[src/rtl/move_resolver_if.sv]
`default_nettype none
// ---------------------------------------------------------------------------
// move_resolver_if : request/result handshake bundle for move_resolver
// Revision: 1.0
// ---------------------------------------------------------------------------
interface move_resolver_if #(
  parameter int MOVE_W = 2,
  parameter int DMG_W  = 4
);
  logic              req_valid;
  logic [MOVE_W-1:0] req_move;
  logic              req_ready;
  logic              res_valid;
  logic              res_ready;
  logic [MOVE_W-1:0] res_move;
  logic [DMG_W-1:0]  res_dmg;
  logic              res_hit;
  logic              res_no_pp;
  logic              res_err;

  modport master (
    output req_valid, req_move, res_ready,
    input  req_ready, res_valid, res_move, res_dmg, res_hit, res_no_pp, res_err
  );

  modport slave (
    input  req_valid, req_move, res_ready,
    output req_ready, res_valid, res_move, res_dmg, res_hit, res_no_pp, res_err
  );
endinterface
`default_nettype wire

[src/rtl/move_resolver.sv]
`default_nettype none
// ---------------------------------------------------------------------------
// move_resolver : table move lookup with PP tracking and LFSR accuracy roll
// Revision: 1.0
// ---------------------------------------------------------------------------
module move_resolver #(
  parameter int                          NUM_MOVES = 4,
  parameter int                          MOVE_W    = $clog2(NUM_MOVES),
  parameter int                          DMG_W     = 4,
  parameter int                          ACC_W     = 4,
  parameter int                          PP_W      = 4,
  parameter int                          PP_INIT   = 4,
  parameter logic [NUM_MOVES*DMG_W-1:0]  DMG_TABLE = {4'd15, 4'd10, 4'd7, 4'd3},
  parameter logic [NUM_MOVES*ACC_W-1:0]  ACC_TABLE = {4'd0, 4'd10, 4'd12, 4'd15},
  parameter logic [15:0]                 LFSR_SEED = 16'hACE1
) (
  input  wire logic                      clk,
  input  wire logic                      rst_n,
  input  wire logic                      pp_reload,
  output logic [NUM_MOVES*PP_W-1:0]      pp_left,
  move_resolver_if.slave                 bus
);

  localparam logic [ACC_W-1:0] C_ACC_MAX = '1;
  localparam logic [PP_W-1:0]  C_PP_INIT = PP_W'(PP_INIT);

  typedef enum logic [1:0] {
    S_IDLE = 2'd0,
    S_ROLL = 2'd1,
    S_DONE = 2'd2
  } state_t;

  state_t                             state_q, state_d;
  logic [15:0]                        lfsr_q, lfsr_d;
  logic [NUM_MOVES-1:0][PP_W-1:0]     pp_q, pp_d;
  logic [MOVE_W-1:0]                  mv_q, mv_d;
  logic                               err_q, err_d;
  logic                               no_pp_q, no_pp_d;
  logic                               res_valid_q, res_valid_d;
  logic [MOVE_W-1:0]                  res_move_q, res_move_d;
  logic [DMG_W-1:0]                   res_dmg_q, res_dmg_d;
  logic                               res_hit_q, res_hit_d;
  logic                               res_no_pp_q, res_no_pp_d;
  logic                               res_err_q, res_err_d;

  logic                               w_accept;
  logic                               w_req_err;
  logic [MOVE_W-1:0]                  w_req_idx;
  logic [PP_W-1:0]                    w_req_pp;
  logic                               w_req_no_pp;
  logic [MOVE_W-1:0]                  w_mv_idx;
  logic [ACC_W-1:0]                   w_roll;
  logic [ACC_W-1:0]                   w_acc;
  logic [DMG_W-1:0]                   w_dmg;
  logic                               w_hit;

  assign w_accept  = bus.req_valid && (state_q == S_IDLE);
  assign w_req_err = int'(bus.req_move) >= NUM_MOVES;
  // Out-of-range moves are steered to entry 0 so no lookup ever leaves the tables.
  assign w_req_idx = w_req_err ? '0 : bus.req_move;
  // A coincident reload means the PP check sees the freshly restored value.
  assign w_req_pp    = pp_reload ? C_PP_INIT : pp_q[w_req_idx];
  assign w_req_no_pp = !w_req_err && (w_req_pp == '0);

  assign w_mv_idx = err_q ? '0 : mv_q;
  assign w_roll   = lfsr_q[ACC_W-1:0];
  assign w_acc    = ACC_TABLE[int'(w_mv_idx)*ACC_W +: ACC_W];
  assign w_dmg    = DMG_TABLE[int'(w_mv_idx)*DMG_W +: DMG_W];
  assign w_hit    = !err_q && !no_pp_q && ((w_acc == C_ACC_MAX) || (w_roll < w_acc));

  always_comb begin
    state_d     = state_q;
    lfsr_d      = {lfsr_q[0] ^ lfsr_q[2] ^ lfsr_q[3] ^ lfsr_q[5], lfsr_q[15:1]};
    pp_d        = pp_q;
    mv_d        = mv_q;
    err_d       = err_q;
    no_pp_d     = no_pp_q;
    res_valid_d = res_valid_q;
    res_move_d  = res_move_q;
    res_dmg_d   = res_dmg_q;
    res_hit_d   = res_hit_q;
    res_no_pp_d = res_no_pp_q;
    res_err_d   = res_err_q;

    if (pp_reload) begin
      pp_d = {NUM_MOVES{C_PP_INIT}};
    end

    case (state_q)
      S_IDLE: begin
        if (w_accept) begin
          mv_d    = bus.req_move;
          err_d   = w_req_err;
          no_pp_d = w_req_no_pp;
          if (!w_req_err && !w_req_no_pp) begin
            pp_d[w_req_idx] = w_req_pp - 1'b1;
          end
          state_d = S_ROLL;
        end
      end
      S_ROLL: begin
        res_move_d  = mv_q;
        res_err_d   = err_q;
        res_no_pp_d = no_pp_q;
        res_hit_d   = w_hit;
        res_dmg_d   = w_hit ? w_dmg : '0;
        res_valid_d = 1'b1;
        state_d     = S_DONE;
      end
      S_DONE: begin
        if (bus.res_ready) begin
          res_valid_d = 1'b0;
          state_d     = S_IDLE;
        end
      end
      default: state_d = S_IDLE;
    endcase
  end

  always_ff @(posedge clk or negedge rst_n) begin
    if (!rst_n) begin
      state_q     <= S_IDLE;
      lfsr_q      <= LFSR_SEED;
      pp_q        <= {NUM_MOVES{C_PP_INIT}};
      mv_q        <= '0;
      err_q       <= 1'b0;
      no_pp_q     <= 1'b0;
      res_valid_q <= 1'b0;
      res_move_q  <= '0;
      res_dmg_q   <= '0;
      res_hit_q   <= 1'b0;
      res_no_pp_q <= 1'b0;
      res_err_q   <= 1'b0;
    end else begin
      state_q     <= state_d;
      lfsr_q      <= lfsr_d;
      pp_q        <= pp_d;
      mv_q        <= mv_d;
      err_q       <= err_d;
      no_pp_q     <= no_pp_d;
      res_valid_q <= res_valid_d;
      res_move_q  <= res_move_d;
      res_dmg_q   <= res_dmg_d;
      res_hit_q   <= res_hit_d;
      res_no_pp_q <= res_no_pp_d;
      res_err_q   <= res_err_d;
    end
  end

  assign bus.req_ready = (state_q == S_IDLE);
  assign bus.res_valid = res_valid_q;
  assign bus.res_move  = res_move_q;
  assign bus.res_dmg   = res_dmg_q;
  assign bus.res_hit   = res_hit_q;
  assign bus.res_no_pp = res_no_pp_q;
  assign bus.res_err   = res_err_q;
  assign pp_left       = pp_q;

endmodule
`default_nettype wire

[src/flat_wrapper.sv]
// flat-port wrapper written by rule: the top's interface ports become plain ports
module move_resolver_flat 
#(
  parameter int                          NUM_MOVES = 4,
  parameter int                          MOVE_W    = $clog2(NUM_MOVES),
  parameter int                          DMG_W     = 4,
  parameter int                          ACC_W     = 4,
  parameter int                          PP_W      = 4,
  parameter int                          PP_INIT   = 4,
  parameter logic [NUM_MOVES*DMG_W-1:0]  DMG_TABLE = {4'd15, 4'd10, 4'd7, 4'd3},
  parameter logic [NUM_MOVES*ACC_W-1:0]  ACC_TABLE = {4'd0, 4'd10, 4'd12, 4'd15},
  parameter logic [15:0]                 LFSR_SEED = 16'hACE1
)
  (clk, rst_n, pp_reload, pp_left, bus_req_valid, bus_req_move, bus_res_ready, bus_req_ready, bus_res_valid, bus_res_move, bus_res_dmg, bus_res_hit, bus_res_no_pp, bus_res_err);
  move_resolver_if #(.MOVE_W(MOVE_W), .DMG_W(DMG_W)) bus_i ();
  input  wire logic clk;
  input  wire logic rst_n;
  input  wire logic pp_reload;
  output logic [NUM_MOVES*PP_W-1:0] pp_left;
  input wire logic [$bits(bus_i.req_valid)-1:0] bus_req_valid;
  input wire logic [$bits(bus_i.req_move)-1:0] bus_req_move;
  input wire logic [$bits(bus_i.res_ready)-1:0] bus_res_ready;
  output wire logic [$bits(bus_i.req_ready)-1:0] bus_req_ready;
  output wire logic [$bits(bus_i.res_valid)-1:0] bus_res_valid;
  output wire logic [$bits(bus_i.res_move)-1:0] bus_res_move;
  output wire logic [$bits(bus_i.res_dmg)-1:0] bus_res_dmg;
  output wire logic [$bits(bus_i.res_hit)-1:0] bus_res_hit;
  output wire logic [$bits(bus_i.res_no_pp)-1:0] bus_res_no_pp;
  output wire logic [$bits(bus_i.res_err)-1:0] bus_res_err;
  assign bus_i.req_valid = bus_req_valid;
  assign bus_i.req_move = bus_req_move;
  assign bus_i.res_ready = bus_res_ready;
  assign bus_req_ready = bus_i.req_ready;
  assign bus_res_valid = bus_i.res_valid;
  assign bus_res_move = bus_i.res_move;
  assign bus_res_dmg = bus_i.res_dmg;
  assign bus_res_hit = bus_i.res_hit;
  assign bus_res_no_pp = bus_i.res_no_pp;
  assign bus_res_err = bus_i.res_err;
  move_resolver #(.NUM_MOVES(NUM_MOVES), .MOVE_W(MOVE_W), .DMG_W(DMG_W), .ACC_W(ACC_W), .PP_W(PP_W), .PP_INIT(PP_INIT), .DMG_TABLE(DMG_TABLE), .ACC_TABLE(ACC_TABLE), .LFSR_SEED(LFSR_SEED)) u_core (.clk(clk), .rst_n(rst_n), .pp_reload(pp_reload), .pp_left(pp_left), .bus(bus_i));
endmodule
[config.mk]
export PLATFORM = sky130hd
export DESIGN_NAME = move_resolver_flat
export DESIGN_NICKNAME = d
export VERILOG_FILES = /design/src/rtl/move_resolver_if.sv /design/src/rtl/move_resolver.sv /design/src/flat_wrapper.sv
export SDC_FILE = /design/constraint.sdc
export NUM_CORES = 1
export LEC_CHECK = 0
export ABC_AREA = 1
export CELL_PAD_IN_SITES_DETAIL_PLACEMENT = 1
export CELL_PAD_IN_SITES_GLOBAL_PLACEMENT = 2
export CORE_MARGIN = 5
export CORE_UTILIZATION = 32
export CTS_CLUSTER_DIAMETER = 40
export DETAILED_ROUTE_END_ITERATION = 7
export PLACE_DENSITY = 0.89
export SLEW_MARGIN = 20
export SYNTH_ARGS = -nofsm -noshare
export SYNTH_HDL_FRONTEND = slang
export SYNTH_SLANG_ARGS = --single-unit
[constraint.sdc]
create_clock -name clk -period 1.9 [get_ports clk]
set_input_delay 0.38 -clock clk [delete_from_list [all_inputs] [get_ports clk]]
set_output_delay 0.38 -clock clk [all_outputs]
set_load 0.01 [all_outputs]
==> flow_metrics.tcl, run 1 <==
set metrics [dict create \
    r2r_end "u_core.pp_left[7]" \
    end_kind "output port" \
    root_buffer "clkbuf_8" \
    powerDensity_nw_per_um2 1060 \
    power_frac_clock_pct 24.0 \
    design.core.area_sq_um 6420 \
    track_usage_pct 13.9 \
    regArea_sq_um 1140 \
    globalRouteMet3Util_pct 4.30 \
    wl_mm 5.47 \
    postSynthAreaPerCell_sq_um 8.77 \
    p_comb_share_pct 33.2 \
    drc_errors 0 \
    grt-ovfl-total 0 \
    grtUsageMet1_pct 16.8 \
    utilization_pct 44.1 \
    io_buffers 32 \
    whs_endpoint "u_core.lfsr_q[5]" \
    ys_seq_area_share_pct 53.6 \
    vias 1755 \
    clk_pin_slew_worst_paths_ns 0.09 \
    internal_power_w 0.00202 \
    synth_fp_nets 254 \
    ioPinCount 34 \
    syn2layout_area_growth_pct 33.0 \
    switching_share_pct 32.8 \
    dr.pass1.iters 4 \
    hp-class "flip-flop to flip-flop" \
    rsz0062_at_grt "true" \
    wl_per_cell_microns 14.3 \
    crit_start "u_core.state_q[1]" \
    synthCells 243 \
    drt.antenna.violating_nets 0 \
    tns_ns 0 \
    critPathMaxFanout 4 \
    fin_area_sq_um 2830 \
    crit_required_ns 1.52 \
    dp.cells 371 \
    n_antenna_cell 0 \
    final_nets 314 \
    whs_path_depth 0 \
    grt_max_degree 19 \
    grt_pass1_vias 1818 \
    clk_path_buf_depth 2 \
    fmax_ghz 0.545 \
    ys_seq_elements 45 \
    period_needed_ns 1.83 \
    p_seq_share_pct 42.8 \
    use_met2_pct 23.4 \
    cts_buffers 5 \
    total_power_w 0.00301 \
    r2r_slack_ns 0.25 \
    crit_type "flip-flop to output port" \
    async_flop_share_pct 100 \
    switching_power_w 0.000986 \
    netlist_area_sq_um 2130 \
    final_max_slew_viol_count 0 \
    worstSetupStartpointType "flip-flop" \
    cp.arrival_ns 1.45 \
    gp_congestion 0.841 \
    status "completed" \
    dp_hpwl_mm 4.23 \
    busiest_layer "met2" \
    yosysTopAreaCell "dfrtp_1" \
    leakage_nw 1.37 \
    cts_tree "yes" \
    clock_skew_ns 0.00842 \
    grt_pass1_wl_mm 9.09 \
    ir_drop_uv 355 \
    die_area_sq_um 8390 \
    die_w_microns 91.6 \
    period_share_pct 96.6 \
    synth-warning-count 0 \
    final_cells 381 \
    synth_cell_types 30 \
    synth-edff-count 0 \
    post_drt_via_cell_ratio 4.61 \
    hold_viol_final 0 \
    final_layout_size_suffix_gt1_share_pct 22.7 \
    hp-start "u_core.lfsr_q[6]" \
    fp.dieH_microns 91.6 \
    r2r-start "u_core.pp_left[8]" \
    synthFlopType "dfrtp_1" \
    multi_input_area_sq_um 831 \
    antenna_found_initial 0 \
    synth.top_cell.area_share_pct 38.8 \
    drt-initial-drc-count 27 \
    finalSetupViolCount 0 \
    fillCellCount 758 \
    synth_area_leaders "dfrtp_1, dfstp_2, nand2_1" \
    insertion_delay_ns 0.30 \
    initial_utilization_pct 33.2 \
    htree_levels 2 \
    fp-row-count 29 \
    ff2ff_path_depth 11 \
    cts_num_sinks 45 \
    maxCapViolCount 0 \
    place_area_sq_um 2700 \
]
critical path, stage by stage, from the launching register on:
cell and delay [ns]:
dfrtp_1 0.42, nor2_1 0.17, clkdlybuf4s50_1 0.57
power by group through the flow:
stage               Sequential (W)  Combinational [W]  Clock, W
floorplan                  0.00133           0.000457         0
global placement           0.00130           0.000973         0
detailed placement         0.00131            0.00100         0
CTS                        0.00129            0.00102  0.000746
global route               0.00131            0.00110  0.000789
finish                     0.00129           0.000997  0.000722
cell usage after synthesis (3+ instances only):
cell type,count
dfstp_2,12
inv_2,3
nor2_1,26
buf_4,3
ha_1,4
o21ai_1,11
nand2_1,79
nand3_4,5
inv_1,26
o21ai_0,11
dfrtp_1,33
or2_2,4
nand3_1,5
cells by family after synthesis:
family / synth area share, %
AND/OR/NAND/NOR: 28.4
flip-flops: 53.6
buffers and inverters: 7.87
AO/OA/AOI/OAI: 6.46
adder cells (fa/ha/maj): 2.35
XOR/XNOR: 1.23
other: 0.176
state kept, by name, summed over array words and instances (netlist names):
signal	cells
u_core.bus.res_no_pp	1
u_core.no_pp_q	1
u_core.bus.res_move	2
u_core.lfsr_q	16
u_core.state_q	2
u_core.mv_q	2
u_core.pp_left	16
u_core.bus.res_dmg	4
u_core.bus.res_valid	1
cells in the final DEF (no fill, tap or decap), types with 4 or more instances in the layout:
cell,instances
clkdlybuf4s50_1,29
inv_1,26
nor2_1,25
dfrtp_1,33
o21ai_1,11
nand3_1,5
clkbuf_8,5
buf_4,25
nand2_1,79
dfstp_2,12
or2_2,4
o21ai_0,10
nand3_4,5
area by class of cell:
cell class,instances,area share [%]
Inverter,30,3.97
Multi-Input combinational cell,161,29.3
Clock inverter,2,1.37
Clock buffer,6,2.56
Timing Repair Buffer,60,19.1
Sequential cell,45,40.3
Tap cell,77,3.40
metal layers:
metal	part of all wire (%)	up-vias
li1	-	871
met1	45	838
met2	49	37
met3	4.1	9
met4	2.4	0
met5	0	-
how the worst max path moves through the flow:
stage	endpoint	slack, ns
2_1_floorplan	u_core.pp_left[0]	0.06
3_3_place_gp	u_core.pp_left[14]	-0.44
3_5_place_dp	u_core.pp_left[7]	-0.50
4_1_cts	bus_req_ready	0.03
5_1_grt	u_core.pp_left[2]	-0.003
6_report	bus_req_ready	0.07
through the flow:
step                      hold slack, ns  worst slack (ns)
after detailed placement           0.323            -0.503
after floorplan                   0.0844            0.0602
after global routing               0.357          -0.00264
final                              0.350            0.0655
after CTS                          0.357            0.0343
after global placement             0.319            -0.443
what timing repair did:
action,CTS,global route
hold buffers,1,0
gates cloned,0,0
buffers inserted,1,0
setup endpoints to repair,17,14
gates resized for setup,5,1
hold endpoints to repair,11,0
pin swaps,2,0
Note: power is estimated with default switching activity, not from simulation.
==> run 2, diff against run 1 <==
--- a/config.mk
+++ b/config.mk
@@ -5,14 +5,14 @@
 export SDC_FILE = /design/constraint.sdc
 export NUM_CORES = 1
 export LEC_CHECK = 0
-export ABC_AREA = 1
 export CELL_PAD_IN_SITES_DETAIL_PLACEMENT = 1
 export CELL_PAD_IN_SITES_GLOBAL_PLACEMENT = 2
 export CORE_MARGIN = 5
-export CORE_UTILIZATION = 32
+export CORE_UTILIZATION = 34
 export CTS_CLUSTER_DIAMETER = 40
+export CTS_CLUSTER_SIZE = 30
 export DETAILED_ROUTE_END_ITERATION = 7
-export PLACE_DENSITY = 0.89
+export PLACE_DENSITY = 0.87
 export SLEW_MARGIN = 20
 export SYNTH_ARGS = -nofsm -noshare
 export SYNTH_HDL_FRONTEND = slang
==> run 2 against run 1 <==
Area after synthesis down 9.6%. Largest cell class unchanged. Sequential share of layout area down 0.58 points. Synthesized cell count down 36%. Highest routed layer unchanged. Combinational power up 26%. The run now ends with negative setup slack left. Clock-buffer cell count down 1. Register-to-register slack worse by 0.56 ns. Non-clock buffer count up 19. Sequential power about the same. Critical endpoint is now u_core.pp_left[0]. Core utilization up 8.1 points.
==> flow_metrics.tcl, run 2 <==
set metrics [dict create \
    async_flop_share_pct 100 \
    netlist_area_sq_um 1930 \
    fmax_ghz 0.453 \
    end_kind "flip-flop" \
    root_buffer "clkbuf_8" \
    hold_viol_final 0 \
    cts_hold_buf 0 \
    clk_pin_slew_worst_paths_ns 0.09 \
    final_layout_size_suffix_gt1_share_pct 42.1 \
    synth_fp_nets 167 \
    yosysMostFrequentCell "dfrtp_1" \
    cts_tree "yes" \
    hp-class "input port to async pin" \
    fp.dieH_microns 85.3 \
    ys_seq_area_share_pct 59.2 \
    crit_buf_inv 1 \
    status "finished, violations left" \
    timing.slew.headroom_pct 62.7 \
    max_stage_delay_ns 0.52 \
    endpoint "u_core.pp_left[0]" \
    violations "negative setup slack" \
    worst_slew_pin_slew_ns 0.560 \
    final_common_cell "buf_4" \
    path_delay_family "simple AND/OR/NAND/NOR gates" \
    drt-initial-drc-count 84 \
    io_buffers 32 \
    vias 1522 \
    synthFlopType "dfrtp_1" \
    synth-warning-count 0 \
    drt.antenna.violating_nets 0 \
    fp-row-count 27 \
    clock_skew_ns 0.00922 \
    use_met2_pct 26.6 \
    initial_utilization_pct 35.0 \
    grt-ovfl-total 0 \
    clk_path_buf_depth 2 \
    synth.top_cell.area_share_pct 42.9 \
    wl_mm 5.47 \
    antenna_found_initial 0 \
    worstSetupStartpointType "flip-flop" \
    rsz0062_at_grt "true" \
    final_max_slew_viol_count 0 \
    place_ws_ns -0.990 \
    wl_per_cell_microns 17.9 \
    htree_levels 2 \
    r2r_slack_ns -0.31 \
    grt_max_degree 46 \
    die_w_microns 85.3 \
    synth-edff-count 0 \
    die_area_sq_um 7270 \
    globalRouteMet3Util_pct 2.72 \
    yosysTopAreaCell "dfrtp_1" \
    crit_required_ns 2.11 \
    dp_hpwl_mm 3.69 \
    path_cells "mux4_2, and2_4, inv_2, ha_4, or4b_4, nand2_4, mux2i_4" \
    grt_pass1_vias 1679 \
    crit_type "flip-flop to flip-flop" \
    busiest_layer "met2" \
    grt_pass1_wl_mm 8.51 \
    dr.pass1.iters 4 \
    maxCapViolCount 0 \
    fin_ws_ns -0.308 \
    cts_num_sinks 45 \
    r2r_end "u_core.pp_left[0]" \
    ir_drop_uv 521 \
    synthCells 156 \
    track_usage_pct 14.9 \
    synth_area_leaders "dfrtp_1, dfstp_2, nand2_1" \
    cp.arrival_ns 2.42 \
    synth_cell_types 37 \
    period_needed_ns 2.21 \
    syn2layout_area_growth_pct 49.2 \
    synthTopCellsByCount "dfrtp_1, nand2_1, dfstp_2" \
    postSynthAreaPerCell_sq_um 12.4 \
    r2r-start "u_core.pp_left[0]" \
    n_antenna_cell 0 \
    cts_buffers 5 \
    worst-path-stages 7 \
    ioPinCount 34 \
    final_nets 244 \
    design.core.area_sq_um 5510 \
    post_drt_via_cell_ratio 4.99 \
    ff2ff_path_depth 7 \
    drc_errors 0 \
    mostFrequentLayoutCells "buf_4, dfrtp_1, clkdlybuf4s50_1, nand2_1, dfstp_2" \
    finalSetupViolCount 17 \
    critPathMaxFanout 6 \
    grtUsageMet1_pct 18.1 \
    gp_congestion 0.771 \
    ys_seq_elements 45 \
    leakage_nw 1.34 \
    utilization_pct 52.2 \
    insertion_delay_ns 0.29 \
    cp_slowest_cell "or4b_4" \
    period_share_pct 116 \
    powerDensity_nw_per_um2 1130 \
    crit_start "u_core.pp_left[0]" \
]
-- run 2: cell count changes after synthesis, sizes merged, moves of 4 or more --
cell	before	now
a211oi	0	4
a21oi	1	6
and2	0	4
inv	29	4
mux2	0	4
mux2i	0	9
mux4	0	4
nand2	81	25
nand3	12	2
nor2	29	6
o21ai	22	3
or2	4	0
-- run 2: layout make-up --
type	count	area [sq um]
clock inverters	2	38.8
inverters	4	15.0
fillers	579	2630
clock buffers	5	68.8
multi-input cells	98	840
repair buffers	79	682
flip-flops and latches	45	1140
well taps	72	90.1
-- run 2: metal layers --
metal | share of wire [%] | up-vias
li1 | - | 692
met1 | 43 | 789
met2 | 53 | 39
met3 | 3.3 | 2
met4 | 0.073 | 0
met5 | 0 | -
-- run 2: worst min path at each step --
stage | start | end | cells after the start
after CTS | rst_n | u_core.bus.res_move[1] | 2
after floorplan | rst_n | u_core.bus.res_dmg[0] | 0
after global routing | rst_n | u_core.bus.res_move[1] | 2
after global placement | u_core.lfsr_q[4] | u_core.lfsr_q[3] | 0
after detailed placement | u_core.lfsr_q[4] | u_core.lfsr_q[3] | 0
final | rst_n | u_core.bus.res_move[1] | 2
-- run 2: cells by family (layout without fill, tap and decap cells) --
logic type,after synthesis,in the layout,synth area share [%]
flip-flops,45,45,59.2
AND/OR/NAND/NOR,48,48,12.1
buffers and inverters,13,90,3.31
XOR/XNOR,4,4,1.82
multiplexers,17,17,12.1
AO/OA/AOI/OAI,24,24,8.64
adder cells (fa/ha/maj),4,4,2.60
other,1,1,0.195
-- run 2: through the flow --
| stage | power [W] | area (sq um) | hold slack, ns | instances | TNS [ns] |
|---|---|---|---|---|---|
| after global routing | 0.00345 | 2880 | 0.201 | 305 | -4.71 |
| final | 0.00326 | 2880 | 0.145 | 305 | -3.63 |
| after floorplan | 0.00181 | 1950 | 0.0844 | 156 | -2.87 |
| after detailed placement | 0.00244 | 2590 | 0.336 | 290 | -14.17 |
| after CTS | 0.00321 | 2760 | 0.168 | 302 | -2.77 |
| after global placement | 0.00237 | 2590 | 0.336 | 290 | -12.57 |
-- run 2: power by group --
part           switching (W)  internal (W)  leakage (nW)
combinational       0.000545      0.000714         0.722
clock               0.000314      0.000389        0.0546
sequential          0.000147       0.00115         0.563
-- run 2: timing repair --
item                       4_1_cts  5_1_grt
setup buffers                    5        3
gates resized for setup         12       17
pin swaps                        1        2
setup endpoints to repair       17       17
==> run 3, diff against run 2 <==
--- a/config.mk
+++ b/config.mk
@@ -5,14 +5,14 @@
 export SDC_FILE = /design/constraint.sdc
 export NUM_CORES = 1
 export LEC_CHECK = 0
-export CELL_PAD_IN_SITES_DETAIL_PLACEMENT = 1
-export CELL_PAD_IN_SITES_GLOBAL_PLACEMENT = 2
+export CELL_PAD_IN_SITES_DETAIL_PLACEMENT = 0
+export CELL_PAD_IN_SITES_GLOBAL_PLACEMENT = 1
 export CORE_MARGIN = 5
-export CORE_UTILIZATION = 34
+export CORE_UTILIZATION = 35
 export CTS_CLUSTER_DIAMETER = 40
 export CTS_CLUSTER_SIZE = 30
 export DETAILED_ROUTE_END_ITERATION = 7
-export PLACE_DENSITY = 0.87
+export PLACE_DENSITY = 0.78
 export SLEW_MARGIN = 20
 export SYNTH_ARGS = -nofsm -noshare
 export SYNTH_HDL_FRONTEND = slang
==> run 3 against run 2 <==
The run still ends with negative setup slack left. Final area is essentially flat. Global-route usage down 1.3 points. Non-clock buffer count shrank 2. Sequential share of layout area barely moved. Maximum frequency rose by 1.4%. Critical path depth did not move. Power up 1.0%. Register-to-register slack improved by 0.03 ns. Setup slack gained 0.031 ns. Clock-buffer cell count up 1. Die area fell by 2.5%.
==> flow_metrics.tcl, run 3 (synthesis results as in run 2) <==
set metrics [dict create \
    dp_hpwl_mm 3.22 \
    wl_per_cell_microns 15.0 \
    final_layout_size_suffix_gt1_share_pct 41.4 \
    rsz0062_at_grt "true" \
    insertion_delay_ns 0.30 \
    fillCellCount 473 \
    drt.antenna.violating_nets 0 \
    clk_path_buf_depth 2 \
    vias 1405 \
    finalSetupViolCount 17 \
    hp-class "flip-flop to flip-flop" \
    grt_max_degree 20 \
    dr.pass1.iters 4 \
    io_buffers 32 \
    grt_pass1_vias 1516 \
    cts_buffers 5 \
    ir_drop_uv 470 \
    track_usage_pct 13.6 \
    initial_utilization_pct 35.4 \
    hold_viol_final 0 \
    fin_area_sq_um 2870 \
    crit_type "flip-flop to flip-flop" \
    ioPinCount 34 \
    fp.dieH_microns 84.2 \
    clock_skew_ns 0.0113 \
    final_nets 242 \
    worstSetupStartpointType "flip-flop" \
    n_antenna_cell 0 \
    whs_ns 0.348 \
    drt-initial-drc-count 80 \
    clk_pin_slew_worst_paths_ns 0.09 \
    syn2layout_area_growth_pct 49.2 \
    maxCapViolCount 0 \
    root_buffer "clkbuf_8" \
    total_power_w 0.00329 \
    fp-row-count 27 \
    cts_num_sinks 45 \
    post_drt_via_cell_ratio 4.62 \
    status "finished, violations left" \
    htree_levels 2 \
    wl_mm 4.55 \
    leakage_nw 1.35 \
    powerDensity_nw_per_um2 1140 \
    fin_ws_ns -0.277 \
    cp.arrival_ns 2.36 \
    drc_errors 0 \
    violations "negative setup slack" \
    period_needed_ns 2.18 \
    cts_tree "yes" \
    grt_pass1_wl_mm 7.47 \
    critPathMaxFanout 6 \
    final_max_slew_viol_count 0 \
    die_area_sq_um 7090 \
    grt-ovfl-total 0 \
    final_common_cell "buf_4" \
    crit_required_ns 2.08 \
    place_area_sq_um 2590 \
    design.core.area_sq_um 5440 \
    antenna_found_initial 0 \
    gp_congestion 0.792 \
    mostFrequentLayoutCells "buf_4, dfrtp_1, clkdlybuf4s50_1, nand2_1, dfstp_2" \
    end_kind "flip-flop" \
    fmax_ghz 0.459 \
    period_share_pct 115 \
    die_w_microns 84.2 \
    place_ws_ns -0.927 \
]
## run 3: changes by cell type in the layout (fill, tap and decap cells not counted), sizes merged
cell / change
clkbuf: +1
dlygate4sd3: +1
buf: -3
## run 3: final timing paths
check	start	end	slack [ns]	cells after the start
max	u_core.pp_left[12]	u_core.pp_left[13]	-0.28	7
min	u_core.lfsr_q[6]	u_core.lfsr_q[5]	0.35	0
max reg2reg	u_core.pp_left[12]	u_core.pp_left[13]	-0.28	7
min reg2reg	u_core.lfsr_q[6]	u_core.lfsr_q[5]	0.35	0
max in group asynchronous	rst_n	u_core.pp_left[10]	0.75	3
min in group asynchronous	rst_n	u_core.bus.res_move[0]	0.53	2
## run 3: where the power goes
part | switching (W) | internal, W
Sequential | 0.000117 | 0.00115
Clock | 0.000334 | 0.000437
Combinational | 0.000536 | 0.000719
## run 3: worst max-delay path, stage by stage, from the launching register on
cell and delay (ns):
dfrtp_1 0.40, mux4_2 0.48, and2_4 0.17, inv_4 0.05, ha_4 0.12, or4b_4 0.55
and2_4 0.18, mux2i_1 0.11
## run 3: cell type report
cell class              count  area, sq um  share of cell area, %
flip-flops and latches     45         1140                   39.7
multi-input cells          98          836                   29.1
repair buffers             77          666                   23.2
well taps                  72         90.1                   3.13
clock buffers               6         82.6                   2.87
clock inverters             2         41.3                   1.44
inverters                   4         17.5                  0.609
## run 3: stage by stage
stage,setup TNS (ns),utilization (%),std cells
6_report,-2.98,52.8,304
5_1_grt,-4.71,52.8,304
4_1_cts,-2.65,50.7,301
3_5_place_dp,-13.54,47.7,290
3_3_place_gp,-12.75,47.7,290
2_1_floorplan,-2.87,-,156
## run 3: routing by layer
layer	global-route usage, %	vias to the layer above	part of all wire [%]
met5	0	-	0
li1	-	694	-
met4	6.29	0	2.1
met3	4.32	9	4.9
met2	19.6	38	46
met1	18.5	664	47
## run 3: what timing repair did
action / 4_1_cts / 5_1_grt
pin swaps: 1 / 3
setup endpoints to repair: 17 / 18
hold buffers: 1 / 0
setup buffers: 2 / 3
endpoints found under the hold margin: 11 / 0
gates resized for setup: 11 / 19
